<file path="config.mk">
export PLATFORM = sky130hd
export DESIGN_NAME = mem_stage_flat
export DESIGN_NICKNAME = d
export VERILOG_FILES = /design/src/rtl/mem_stage_if.sv /design/src/rtl/mem_stage.sv /design/src/flat_wrapper.sv
export SDC_FILE = /design/constraint.sdc
export NUM_CORES = 1
export LEC_CHECK = 0
export CAP_MARGIN = 25
export CELL_PAD_IN_SITES_DETAIL_PLACEMENT = 1
export CELL_PAD_IN_SITES_GLOBAL_PLACEMENT = 2
export CORE_MARGIN = 5
export CORE_UTILIZATION = 29
export DETAILED_ROUTE_END_ITERATION = 16
export PLACE_DENSITY = 0.87
export RECOVER_POWER = 100
export SETUP_SLACK_MARGIN = 0.15
export SLEW_MARGIN = 5
export SYNTH_ARGS = -nofsm -noshare
export SYNTH_HDL_FRONTEND = slang
export SYNTH_SLANG_ARGS = --single-unit
</file>
<file path="constraint.sdc">
create_clock -name clk -period 8.2 [get_ports clk]
set_input_delay 1.64 -clock clk [delete_from_list [all_inputs] [get_ports clk]]
set_output_delay 1.64 -clock clk [all_outputs]
set_load 0.005 [all_outputs]
</file>
<file path="src/rtl/mem_stage_if.sv">
// Bundle of the EX-side inputs, data-memory request/response and MEM/WB-side
// outputs of the memory stage. slave = the memory stage, master = its surroundings.
interface mem_stage_if;
  logic        EX_VALID;
  logic [31:0] EX_ALU_RES;
  logic [31:0] EX_RS2_DATA;
  logic        EX_MEM_RD;
  logic        EX_MEM_WR;
  logic [1:0]  EX_SIZE;
  logic        EX_UNSIGNED;
  logic [1:0]  EX_RF_D_SEL;
  logic [31:0] EX_NEXT_PC;
  logic [1:0]  EX_RD_SEL;

  logic        DM_REQ;
  logic        DM_WE;
  logic [31:0] DM_ADDR;
  logic [3:0]  DM_BE;
  logic [31:0] DM_WDATA;
  logic        DM_ACK;
  logic [31:0] DM_RDATA;

  logic        MEM_VALID;
  logic [31:0] MEM_ALU_RES;
  logic [31:0] MEM_DM_Q;
  logic [1:0]  MEM_RF_D_SEL;
  logic [31:0] MEM_NEXT_PC;
  logic [1:0]  MEM_RD_SEL;

  logic        STALL;
  logic        MISALIGN;

  modport slave (
    input  EX_VALID, EX_ALU_RES, EX_RS2_DATA, EX_MEM_RD, EX_MEM_WR, EX_SIZE,
           EX_UNSIGNED, EX_RF_D_SEL, EX_NEXT_PC, EX_RD_SEL, DM_ACK, DM_RDATA,
    output DM_REQ, DM_WE, DM_ADDR, DM_BE, DM_WDATA, MEM_VALID, MEM_ALU_RES,
           MEM_DM_Q, MEM_RF_D_SEL, MEM_NEXT_PC, MEM_RD_SEL, STALL, MISALIGN
  );

  modport master (
    output EX_VALID, EX_ALU_RES, EX_RS2_DATA, EX_MEM_RD, EX_MEM_WR, EX_SIZE,
           EX_UNSIGNED, EX_RF_D_SEL, EX_NEXT_PC, EX_RD_SEL, DM_ACK, DM_RDATA,
    input  DM_REQ, DM_WE, DM_ADDR, DM_BE, DM_WDATA, MEM_VALID, MEM_ALU_RES,
           MEM_DM_Q, MEM_RF_D_SEL, MEM_NEXT_PC, MEM_RD_SEL, STALL, MISALIGN
  );
endinterface

</file>
<file path="src/rtl/mem_stage.sv">
// Memory pipeline stage: issues one data-memory access per load/store, stalls
// the upstream until the memory acknowledges, and aligns/extends load data.
//
// state  | meaning
// IDLE   | no access outstanding; non-memory instructions pass in one cycle
// ACCESS | request on DM_*, waiting for DM_ACK; EX_* ignored
module mem_stage (
  input  logic        clk,
  input  logic        rst,
  mem_stage_if.slave  bus
);

  typedef enum logic {IDLE, ACCESS} state_t;

  state_t state, state_nxt;

  logic [31:0] addr;
  logic        memop, is_half, is_word, mis, accept;
  logic [3:0]  be_nxt;
  logic [31:0] wdata_nxt;

  // Held copy of the accepted instruction for the cycle DM_ACK arrives.
  logic [31:0] alu_q, next_pc_q;
  logic [1:0]  rf_d_sel_q, rd_sel_q, size_q, off_q;
  logic        uns_q, load_q;

  logic [31:0] byte_sh, half_sh, load_data;

  logic        dm_req, dm_we, mem_valid, misalign;
  logic [31:0] dm_addr, dm_wdata, mem_alu_res, mem_dm_q, mem_next_pc;
  logic [3:0]  dm_be;
  logic [1:0]  mem_rf_d_sel, mem_rd_sel;

  assign addr    = bus.EX_ALU_RES;
  assign memop   = bus.EX_VALID & (bus.EX_MEM_RD | bus.EX_MEM_WR);
  assign is_half = (bus.EX_SIZE == 2'b01);
  assign is_word = bus.EX_SIZE[1];
  assign mis     = memop & ((is_half & addr[0]) | (is_word & (addr[1:0] != 2'b00)));
  assign accept  = (state == IDLE) & memop & ~mis;

  // Gated by rst so the upstream sees no stall while the block is held in reset.
  assign bus.STALL = ~rst & (accept | ((state == ACCESS) & ~bus.DM_ACK));

  // State register.
  always_ff @(posedge clk or posedge rst) begin
    if (rst) state <= IDLE;
    else     state <= state_nxt;
  end

  // Next-state logic.
  always_comb begin
    state_nxt = state;
    case (state)
      IDLE:    if (accept) state_nxt = ACCESS;
      ACCESS:  if (bus.DM_ACK) state_nxt = IDLE;
      default: state_nxt = IDLE;
    endcase
  end

  // Byte enables and lane-replicated store data for the incoming instruction.
  always_comb begin
    be_nxt    = 4'b1111;
    wdata_nxt = bus.EX_RS2_DATA;
    case (bus.EX_SIZE)
      2'b00: begin
        be_nxt    = 4'b0001 << addr[1:0];
        wdata_nxt = {4{bus.EX_RS2_DATA[7:0]}};
      end
      2'b01: begin
        be_nxt    = addr[1] ? 4'b1100 : 4'b0011;
        wdata_nxt = {2{bus.EX_RS2_DATA[15:0]}};
      end
      default: ;
    endcase
  end

  // Lane select and sign/zero extension of returned load data.
  always_comb begin
    byte_sh   = bus.DM_RDATA >> {off_q, 3'b000};
    half_sh   = bus.DM_RDATA >> {off_q[1], 4'b0000};
    load_data = bus.DM_RDATA;
    case (size_q)
      2'b00:   load_data = uns_q ? {24'd0, byte_sh[7:0]} : {{24{byte_sh[7]}}, byte_sh[7:0]};
      2'b01:   load_data = uns_q ? {16'd0, half_sh[15:0]} : {{16{half_sh[15]}}, half_sh[15:0]};
      default: ;
    endcase
    if (!load_q) load_data = 32'd0;
  end

  // Request, hold and MEM/WB output registers.
  always_ff @(posedge clk or posedge rst) begin
    if (rst) begin
      dm_req       <= 1'b0;
      dm_we        <= 1'b0;
      dm_addr      <= 32'd0;
      dm_be        <= 4'd0;
      dm_wdata     <= 32'd0;
      mem_valid    <= 1'b0;
      misalign     <= 1'b0;
      mem_alu_res  <= 32'd0;
      mem_dm_q     <= 32'd0;
      mem_rf_d_sel <= 2'd0;
      mem_next_pc  <= 32'd0;
      mem_rd_sel   <= 2'd0;
      alu_q        <= 32'd0;
      next_pc_q    <= 32'd0;
      rf_d_sel_q   <= 2'd0;
      rd_sel_q     <= 2'd0;
      size_q       <= 2'd0;
      off_q        <= 2'd0;
      uns_q        <= 1'b0;
      load_q       <= 1'b0;
    end else begin
      mem_valid <= 1'b0;
      misalign  <= 1'b0;
      if (state == IDLE) begin
        if (accept) begin
          dm_req     <= 1'b1;
          dm_we      <= bus.EX_MEM_WR;
          dm_addr    <= {addr[31:2], 2'b00};
          dm_be      <= be_nxt;
          dm_wdata   <= wdata_nxt;
          alu_q      <= addr;
          next_pc_q  <= bus.EX_NEXT_PC;
          rf_d_sel_q <= bus.EX_RF_D_SEL;
          rd_sel_q   <= bus.EX_RD_SEL;
          size_q     <= bus.EX_SIZE;
          off_q      <= addr[1:0];
          uns_q      <= bus.EX_UNSIGNED;
          load_q     <= ~bus.EX_MEM_WR;
        end else if (mis) begin
          misalign <= 1'b1;
        end else begin
          mem_valid    <= bus.EX_VALID;
          mem_alu_res  <= addr;
          mem_dm_q     <= 32'd0;
          mem_rf_d_sel <= bus.EX_RF_D_SEL;
          mem_next_pc  <= bus.EX_NEXT_PC;
          mem_rd_sel   <= bus.EX_RD_SEL;
        end
      end else if (bus.DM_ACK) begin
        dm_req       <= 1'b0;
        mem_valid    <= 1'b1;
        mem_alu_res  <= alu_q;
        mem_dm_q     <= load_data;
        mem_rf_d_sel <= rf_d_sel_q;
        mem_next_pc  <= next_pc_q;
        mem_rd_sel   <= rd_sel_q;
      end
    end
  end

  assign bus.DM_REQ       = dm_req;
  assign bus.DM_WE        = dm_we;
  assign bus.DM_ADDR      = dm_addr;
  assign bus.DM_BE        = dm_be;
  assign bus.DM_WDATA     = dm_wdata;
  assign bus.MEM_VALID    = mem_valid;
  assign bus.MISALIGN     = misalign;
  assign bus.MEM_ALU_RES  = mem_alu_res;
  assign bus.MEM_DM_Q     = mem_dm_q;
  assign bus.MEM_RF_D_SEL = mem_rf_d_sel;
  assign bus.MEM_NEXT_PC  = mem_next_pc;
  assign bus.MEM_RD_SEL   = mem_rd_sel;

endmodule

</file>
<file path="src/flat_wrapper.sv">
// flat-port wrapper written by rule: the top's interface ports become plain ports
module mem_stage_flat 
  (clk, rst, bus_EX_VALID, bus_EX_ALU_RES, bus_EX_RS2_DATA, bus_EX_MEM_RD, bus_EX_MEM_WR, bus_EX_SIZE, bus_EX_UNSIGNED, bus_EX_RF_D_SEL, bus_EX_NEXT_PC, bus_EX_RD_SEL, bus_DM_ACK, bus_DM_RDATA, bus_DM_REQ, bus_DM_WE, bus_DM_ADDR, bus_DM_BE, bus_DM_WDATA, bus_MEM_VALID, bus_MEM_ALU_RES, bus_MEM_DM_Q, bus_MEM_RF_D_SEL, bus_MEM_NEXT_PC, bus_MEM_RD_SEL, bus_STALL, bus_MISALIGN);
  mem_stage_if bus_i ();
  input  logic clk;
  input  logic rst;
  input wire logic [$bits(bus_i.EX_VALID)-1:0] bus_EX_VALID;
  input wire logic [$bits(bus_i.EX_ALU_RES)-1:0] bus_EX_ALU_RES;
  input wire logic [$bits(bus_i.EX_RS2_DATA)-1:0] bus_EX_RS2_DATA;
  input wire logic [$bits(bus_i.EX_MEM_RD)-1:0] bus_EX_MEM_RD;
  input wire logic [$bits(bus_i.EX_MEM_WR)-1:0] bus_EX_MEM_WR;
  input wire logic [$bits(bus_i.EX_SIZE)-1:0] bus_EX_SIZE;
  input wire logic [$bits(bus_i.EX_UNSIGNED)-1:0] bus_EX_UNSIGNED;
  input wire logic [$bits(bus_i.EX_RF_D_SEL)-1:0] bus_EX_RF_D_SEL;
  input wire logic [$bits(bus_i.EX_NEXT_PC)-1:0] bus_EX_NEXT_PC;
  input wire logic [$bits(bus_i.EX_RD_SEL)-1:0] bus_EX_RD_SEL;
  input wire logic [$bits(bus_i.DM_ACK)-1:0] bus_DM_ACK;
  input wire logic [$bits(bus_i.DM_RDATA)-1:0] bus_DM_RDATA;
  output wire logic [$bits(bus_i.DM_REQ)-1:0] bus_DM_REQ;
  output wire logic [$bits(bus_i.DM_WE)-1:0] bus_DM_WE;
  output wire logic [$bits(bus_i.DM_ADDR)-1:0] bus_DM_ADDR;
  output wire logic [$bits(bus_i.DM_BE)-1:0] bus_DM_BE;
  output wire logic [$bits(bus_i.DM_WDATA)-1:0] bus_DM_WDATA;
  output wire logic [$bits(bus_i.MEM_VALID)-1:0] bus_MEM_VALID;
  output wire logic [$bits(bus_i.MEM_ALU_RES)-1:0] bus_MEM_ALU_RES;
  output wire logic [$bits(bus_i.MEM_DM_Q)-1:0] bus_MEM_DM_Q;
  output wire logic [$bits(bus_i.MEM_RF_D_SEL)-1:0] bus_MEM_RF_D_SEL;
  output wire logic [$bits(bus_i.MEM_NEXT_PC)-1:0] bus_MEM_NEXT_PC;
  output wire logic [$bits(bus_i.MEM_RD_SEL)-1:0] bus_MEM_RD_SEL;
  output wire logic [$bits(bus_i.STALL)-1:0] bus_STALL;
  output wire logic [$bits(bus_i.MISALIGN)-1:0] bus_MISALIGN;
  assign bus_i.EX_VALID = bus_EX_VALID;
  assign bus_i.EX_ALU_RES = bus_EX_ALU_RES;
  assign bus_i.EX_RS2_DATA = bus_EX_RS2_DATA;
  assign bus_i.EX_MEM_RD = bus_EX_MEM_RD;
  assign bus_i.EX_MEM_WR = bus_EX_MEM_WR;
  assign bus_i.EX_SIZE = bus_EX_SIZE;
  assign bus_i.EX_UNSIGNED = bus_EX_UNSIGNED;
  assign bus_i.EX_RF_D_SEL = bus_EX_RF_D_SEL;
  assign bus_i.EX_NEXT_PC = bus_EX_NEXT_PC;
  assign bus_i.EX_RD_SEL = bus_EX_RD_SEL;
  assign bus_i.DM_ACK = bus_DM_ACK;
  assign bus_i.DM_RDATA = bus_DM_RDATA;
  assign bus_DM_REQ = bus_i.DM_REQ;
  assign bus_DM_WE = bus_i.DM_WE;
  assign bus_DM_ADDR = bus_i.DM_ADDR;
  assign bus_DM_BE = bus_i.DM_BE;
  assign bus_DM_WDATA = bus_i.DM_WDATA;
  assign bus_MEM_VALID = bus_i.MEM_VALID;
  assign bus_MEM_ALU_RES = bus_i.MEM_ALU_RES;
  assign bus_MEM_DM_Q = bus_i.MEM_DM_Q;
  assign bus_MEM_RF_D_SEL = bus_i.MEM_RF_D_SEL;
  assign bus_MEM_NEXT_PC = bus_i.MEM_NEXT_PC;
  assign bus_MEM_RD_SEL = bus_i.MEM_RD_SEL;
  assign bus_STALL = bus_i.STALL;
  assign bus_MISALIGN = bus_i.MISALIGN;
  mem_stage u_core (.clk(clk), .rst(rst), .bus(bus_i));
endmodule
</file>
After elaboration in Yosys (flattened, before gate mapping)
Index checks and enable logic that the tools add are counted.
W data, S select, Z words.
{ "totals": {"reg_bits": 245, "in_bits": 141, "elab_cells": 92} }
{ "classes": {"n_eq_ne": 5, "shifts": 3, "n_mux": 40, "bitwise": 16, "reduce_logical": 7} }
{ "op_table": {"columns": ["operator", "count"], "rows": [
  ["$mux W32", 15],
  ["$pmux W32 S2", 2],
  ["$shr A32 B5 Y16", 1],
  ["$shr A32 B5 Y8", 1],
  ["$mux W2", 8],
  ["$mux W1", 12],
  ["$and A1 B1 Y1", 8],
  ["$pmux W4 S2", 1],
  ["$not A1 Y1", 5],
  ["$eq A2 B1 Y1 const B", 2],
  ["$logic_not A2 Y1", 2],
  ["$mux W4", 1],
  ["$ne A2 B1 Y1 const B", 2],
  ["$reduce_and A2 Y1", 2],
  ["$reduce_bool A2 Y1", 2],
  ["$shl A1 B2 Y4 const A", 1],
  ["$or A1 B1 Y1", 3],
  ["$reduce_and A3 Y1", 1],
  ["$ne A2 B2 Y1 const B", 1],
  ["$pmux W1 S2", 1]
]} }

Longest topological paths before layout
{ "depth": {"word_depth": 8, "mapped_depth": 8, "mapped_depth_nobuf": 4} }

Worst setup path after synthesis
OpenSTA, ideal clock, no wires.
{ "synth_path": {"path_type": "input port to output port", "from": "input bus_EX_ALU_RES[0]", "to": "output bus_STALL", "arrival_time_ns": 2.785, "required_ns": 6.560, "setup_slack_ns": 3.775, "path_stages": 6, "path_cell_list": "clkbuf_1 > a21oi_1 > o221ai_2 > buf_2 > buf_1 > a21oi_1"} }
{ "synth_between": {"elab_chain_len": 8, "elab_cells_between_ends": 9} }
{ "synth_rtl": {"columns": ["item", "line", "rtl"], "rows": [
  ["from (decl)", "flat_wrapper.sv:8", "input wire logic [$bits(bus_i.EX_ALU_RES)-1:0] bus_EX_ALU_RES;"],
  ["$reduce_bool A2 Y1", "mem_stage.sv:38", "assign mis = memop & ((is_half & addr[0]) | (is_word & (addr[1:0] != 2'b00)));"],
  ["$and A1 B1 Y1", "mem_stage.sv:38", null],
  ["$or A1 B1 Y1 *", "mem_stage.sv:38", null],
  ["$and A1 B1 Y1 *", "mem_stage.sv:38", null],
  ["$not A1 Y1 *", "mem_stage.sv:39", "assign accept = (state == IDLE) & memop & ~mis;"],
  ["$and A1 B1 Y1 *", "mem_stage.sv:39", null],
  ["$or A1 B1 Y1 *", "mem_stage.sv:42", "assign bus.STALL = ~rst & (accept | ((state == ACCESS) & ~bus.DM_ACK));"],
  ["$and A1 B1 Y1 *", "mem_stage.sv:42", null],
  ["to (decl)", "flat_wrapper.sv:30", "output wire logic [$bits(bus_i.STALL)-1:0] bus_STALL;"]
]} }
Mark *: on every way between the ends. The rest lies on a longest branch, timed or not.

Final worst setup path
{ "layout_path": {"from": "input bus_EX_SIZE[0]", "to": "output bus_STALL"} }
{ "layout_between": {"elab_chain_len": 8} }
{ "layout_rtl": {"columns": ["item", "line", "rtl"], "rows": [
  ["from (decl)", "flat_wrapper.sv:12", "input wire logic [$bits(bus_i.EX_SIZE)-1:0] bus_EX_SIZE;"],
  ["$eq A2 B1 Y1", "mem_stage.sv:36", "assign is_half = (bus.EX_SIZE == 2'b01);"],
  ["$and A1 B1 Y1", "mem_stage.sv:38", null],
  ["$or A1 B1 Y1", "mem_stage.sv:38", null],
  ["$and A1 B1 Y1", "mem_stage.sv:38", null],
  ["$not A1 Y1", "mem_stage.sv:39", null],
  ["$and A1 B1 Y1", "mem_stage.sv:39", null],
  ["$or A1 B1 Y1", "mem_stage.sv:42", null],
  ["$and A1 B1 Y1", "mem_stage.sv:42", null]
]} }
No other way between the ends.

==> metrics <==
violated checks max-capacitance violations, max-slew violations; Top FF cell, synth dfrtp_1; Worst Skew just over 0.008 ns; clk buf depth 3; # IOs approximately 310; WP buf/inv 2; Max stage delay on crit path 1.21 ns; post-CTS setup buffers 0; minimum clock period roughly 6.4 ns; r2r setup slk around 2.9 ns; RSZ-0062 raised after global routing no; Worst setup EP type output pin; Synth cell types 40; First DRT Iteration DRCs 228; post-synthesis sequential area ratio 55.87%; crit-path max FO 13; vias in the first global route 8027; gr usage total between 10% and 20%; Least-Margin Pin Slew 3.775 ns; setup TNS 0 ns; root buf cell clkbuf_16; initial antenna violation count 4; Vias 7402; Detailed Routing Iterations Pass 1 4; largest net degree at the start of global routing 110; post_cts resized 0; routed wire length slightly above 30000 µm; Clock Pin Slew Worst Setup and Hold Paths approximately 0.050 ns; # DRC 0; Rows 66; syn_area_per_cell roughly 12 µm²; IO buf count approximately 310; Post-synth EDFFs 0; status finished, violations left; Layout area overhead 42.91%; post-place setup slack about 2.2 ns; r2r startpoint u_core.state$_DFF_PP0_; GP Congestion between 0.7 and 0.8; max-slew violations ~360; worst reg2reg path endpoint u_core.bus.MEM_ALU_RES[4]$_DFFE_PP0P_; CTS tree built; critical path startpoint category primary input; critical path type in2out; CTS HTree Levels 1; Fmax around 160 MHz; Gate Count Post-Synth 826; CP max-delay cell nor2_1; share of cells above drive strength 1 between 10 and 15%; clock buffer count from CTS 26; CP endpoint bus_STALL; hold_buf cts 0; YS warnings 0; Max Cap Violations 5; Reg2Reg Depth 5; die width 191.4 µm; final cycle utilization of the critical path 77.78%; layout net count 1230; grt ovf 0; min-delay worst type reg2reg; total core area about 33000 µm²; Rel. slew slack -151.7%; Clock Latency Late Sink between 0.5 and 0.6 ns; P_leak roughly 0.0059 µW; Crit path depth 5; DIE AREA 36620 µm²; worst setup path start bus_EX_SIZE[0]; Hold Fails Final Rpt 0; Max IR drop VDD roughly 0.15 mV; Async SR Flop Fraction 100.0%; post-synthesis register bit count 213; Via-to-Cell Ratio approximately 4.8; ANT nets after route 0; WL per Instance 19.96 µm; Final HPWL DP between 20000 and 25000 µm; WP data arrival approximately 4.7 ns; Crit path required time around 6.6 ns; Setup-failing EPs final 0; Mapped Area between 9000 and 10000 µm²; CP top delay family buffers and inverters; clock sinks approximately 210; Final WS setup around 1.8 ns; initial cell density of the core between 20 and 30%; Most common cell on crit path dlygate4sd3_1; global-route wire length before repair 47860 µm; Power Dens Cells about 260 nW/µm²; critical-path cell list dlygate4sd3_1, nor2_1, o221ai_4, a21oi_1, dlygate4sd3_1; Die Height 191.4 µm
## synth_stat cells, types with 2 or more instances
| library cell | number | share of area (%) |
|---|---|---|
| mux2i_1 | 101 | 11 |
| a32o_1 | 7 | 0.73 |
| nor2_1 | 14 | 0.55 |
| buf_2 | 18 | 0.94 |
| a32oi_1 | 2 | 0.18 |
| clkbuf_1 | 28 | 1.1 |
| nor3_1 | 3 | 0.16 |
| o221ai_1 | 7 | 0.64 |
| mux2_2 | 81 | 9.6 |
| a221o_2 | 10 | 1.2 |
| or3_1 | 8 | 0.52 |
| inv_1 | 5 | 0.20 |
| a21oi_1 | 20 | 1.0 |
| nand3_1 | 2 | 0.10 |
| nor2b_1 | 2 | 0.13 |
| o21ai_0 | 111 | 5.8 |
| nand2_1 | 116 | 4.6 |
| o21ai_1 | 3 | 0.16 |
| a221oi_1 | 2 | 0.18 |
| buf_1 | 8 | 0.31 |
| a221o_1 | 6 | 0.63 |
| buf_4 | 32 | 2.5 |
| nand2b_1 | 11 | 0.72 |
| dfrtp_1 | 213 | 56 |
## tightest hold or removal path, cell delays in order, from the launching register on
cell	delay [ns]
dfrtp_1	0.33
nand2_1	0.04
o21ai_0	0.06
## final cells by class
type                    instances  area (µm²)
repair buffers                321        3169
flip-flops and latches        213        5334
clock inverters                 4       45.04
clock buffers                  37       763.2
fillers                      3541       18900
multi-input cells             521        3737
well taps                     442       553.0
diodes                          1       2.502
inverters                       6       30.03
## worst min path at each step
stage | slack (ns) | endpoint | from | cells past startpoint
finish | 0.47 | u_core.bus.MEM_ALU_RES[11]$_DFFE_PP0P_ | u_core.bus.MEM_ALU_RES[11]$_DFFE_PP0P_ | 2
global placement | 0.46 | u_core.bus.MEM_ALU_RES[28]$_DFFE_PP0P_ | u_core.bus.MEM_ALU_RES[28]$_DFFE_PP0P_ | 2
floorplan | 0.47 | u_core.bus.DM_REQ$_DFFE_PP0P_ | u_core.bus.DM_REQ$_DFFE_PP0P_ | 2
detailed placement | 0.47 | u_core.bus.MEM_NEXT_PC[3]$_DFFE_PP0P_ | u_core.bus.MEM_NEXT_PC[3]$_DFFE_PP0P_ | 2
CTS | 0.48 | u_core.bus.MEM_NEXT_PC[3]$_DFFE_PP0P_ | u_core.bus.MEM_NEXT_PC[3]$_DFFE_PP0P_ | 2
global route | 0.50 | u_core.bus.DM_WDATA[10]$_DFFE_PP0P_ | u_core.bus.DM_WDATA[10]$_DFFE_PP0P_ | 2
## sequential cells by signal, summed over array words and instances (netlist names), 4 cells and up
signal and cells:
u_core.alu_q 30, u_core.bus.MEM_NEXT_PC 32, u_core.bus.DM_WDATA 32, u_core.bus.MEM_DM_Q 32
u_core.bus.DM_BE 4, u_core.bus.MEM_ALU_RES 32, u_core.next_pc_q 32
## cells by family after synthesis
logic type,synth area share (%)
xor gates and xnor gates,0.09182
buffers and inverters,5.233
and+or+nand+nor,7.056
AOI/OAI and AO/OA,11.55
DFF,55.87
other,0.03931
muxes,20.16
## cell usage in the layout (no fill, tap or decap), types with 2 or more instances in the layout
cell             count
clkbuf_16           27
a221o_1              6
nand3_1              2
clkinv_2             3
a21oi_1             20
a32oi_1              2
mux2_2              81
clkdlybuf4s50_1    135
nor2b_1              2
nand2b_1            11
dlygate4sd3_1      175
nor2_1              14
nor3_1               3
a32o_1               7
buf_4                4
a221o_2             10
inv_1                4
a221oi_1             2
or3_1                8
nand2_1            116
conb_1               2
clkbuf_1             9
clkbuf_8             5
mux2i_1            101
o221ai_1             7
dfrtp_1            212
o21ai_0            113
## per-layer routing
| metal | part of all wire, % | global-route usage (%) |
|---|---|---|
| met5 | 0.14 | 0 |
| met4 | 2.7 | 4.227 |
| met3 | 9.5 | 6.337 |
| met2 | 49 | 27.76 |
| met1 | 39 | 19.80 |
## metrics by stage
step                instances  hold slack (ns)  utilization [%]  instance area (µm²)  total power [µW]
floorplan                 827           0.4692                -                 9544              1925
global placement         1500           0.4598            39.39                12820              2465
detailed placement       1502           0.4690            39.44                12830              2503
CTS                      1543           0.4815            41.92                13640              3643
global route             1545           0.4955            41.91                13630              3710
finish                   1545           0.4694            41.91                13630              3490
## power breakdown
group / internal (µW) / switching [µW] / total, µW
combinational: 525 / 397 / 922
sequential: 1300 / 169 / 1470
clock: 667 / 433 / 1100
total: 2490 / 999 / 3490
Power figures use the tool's default switching activity.
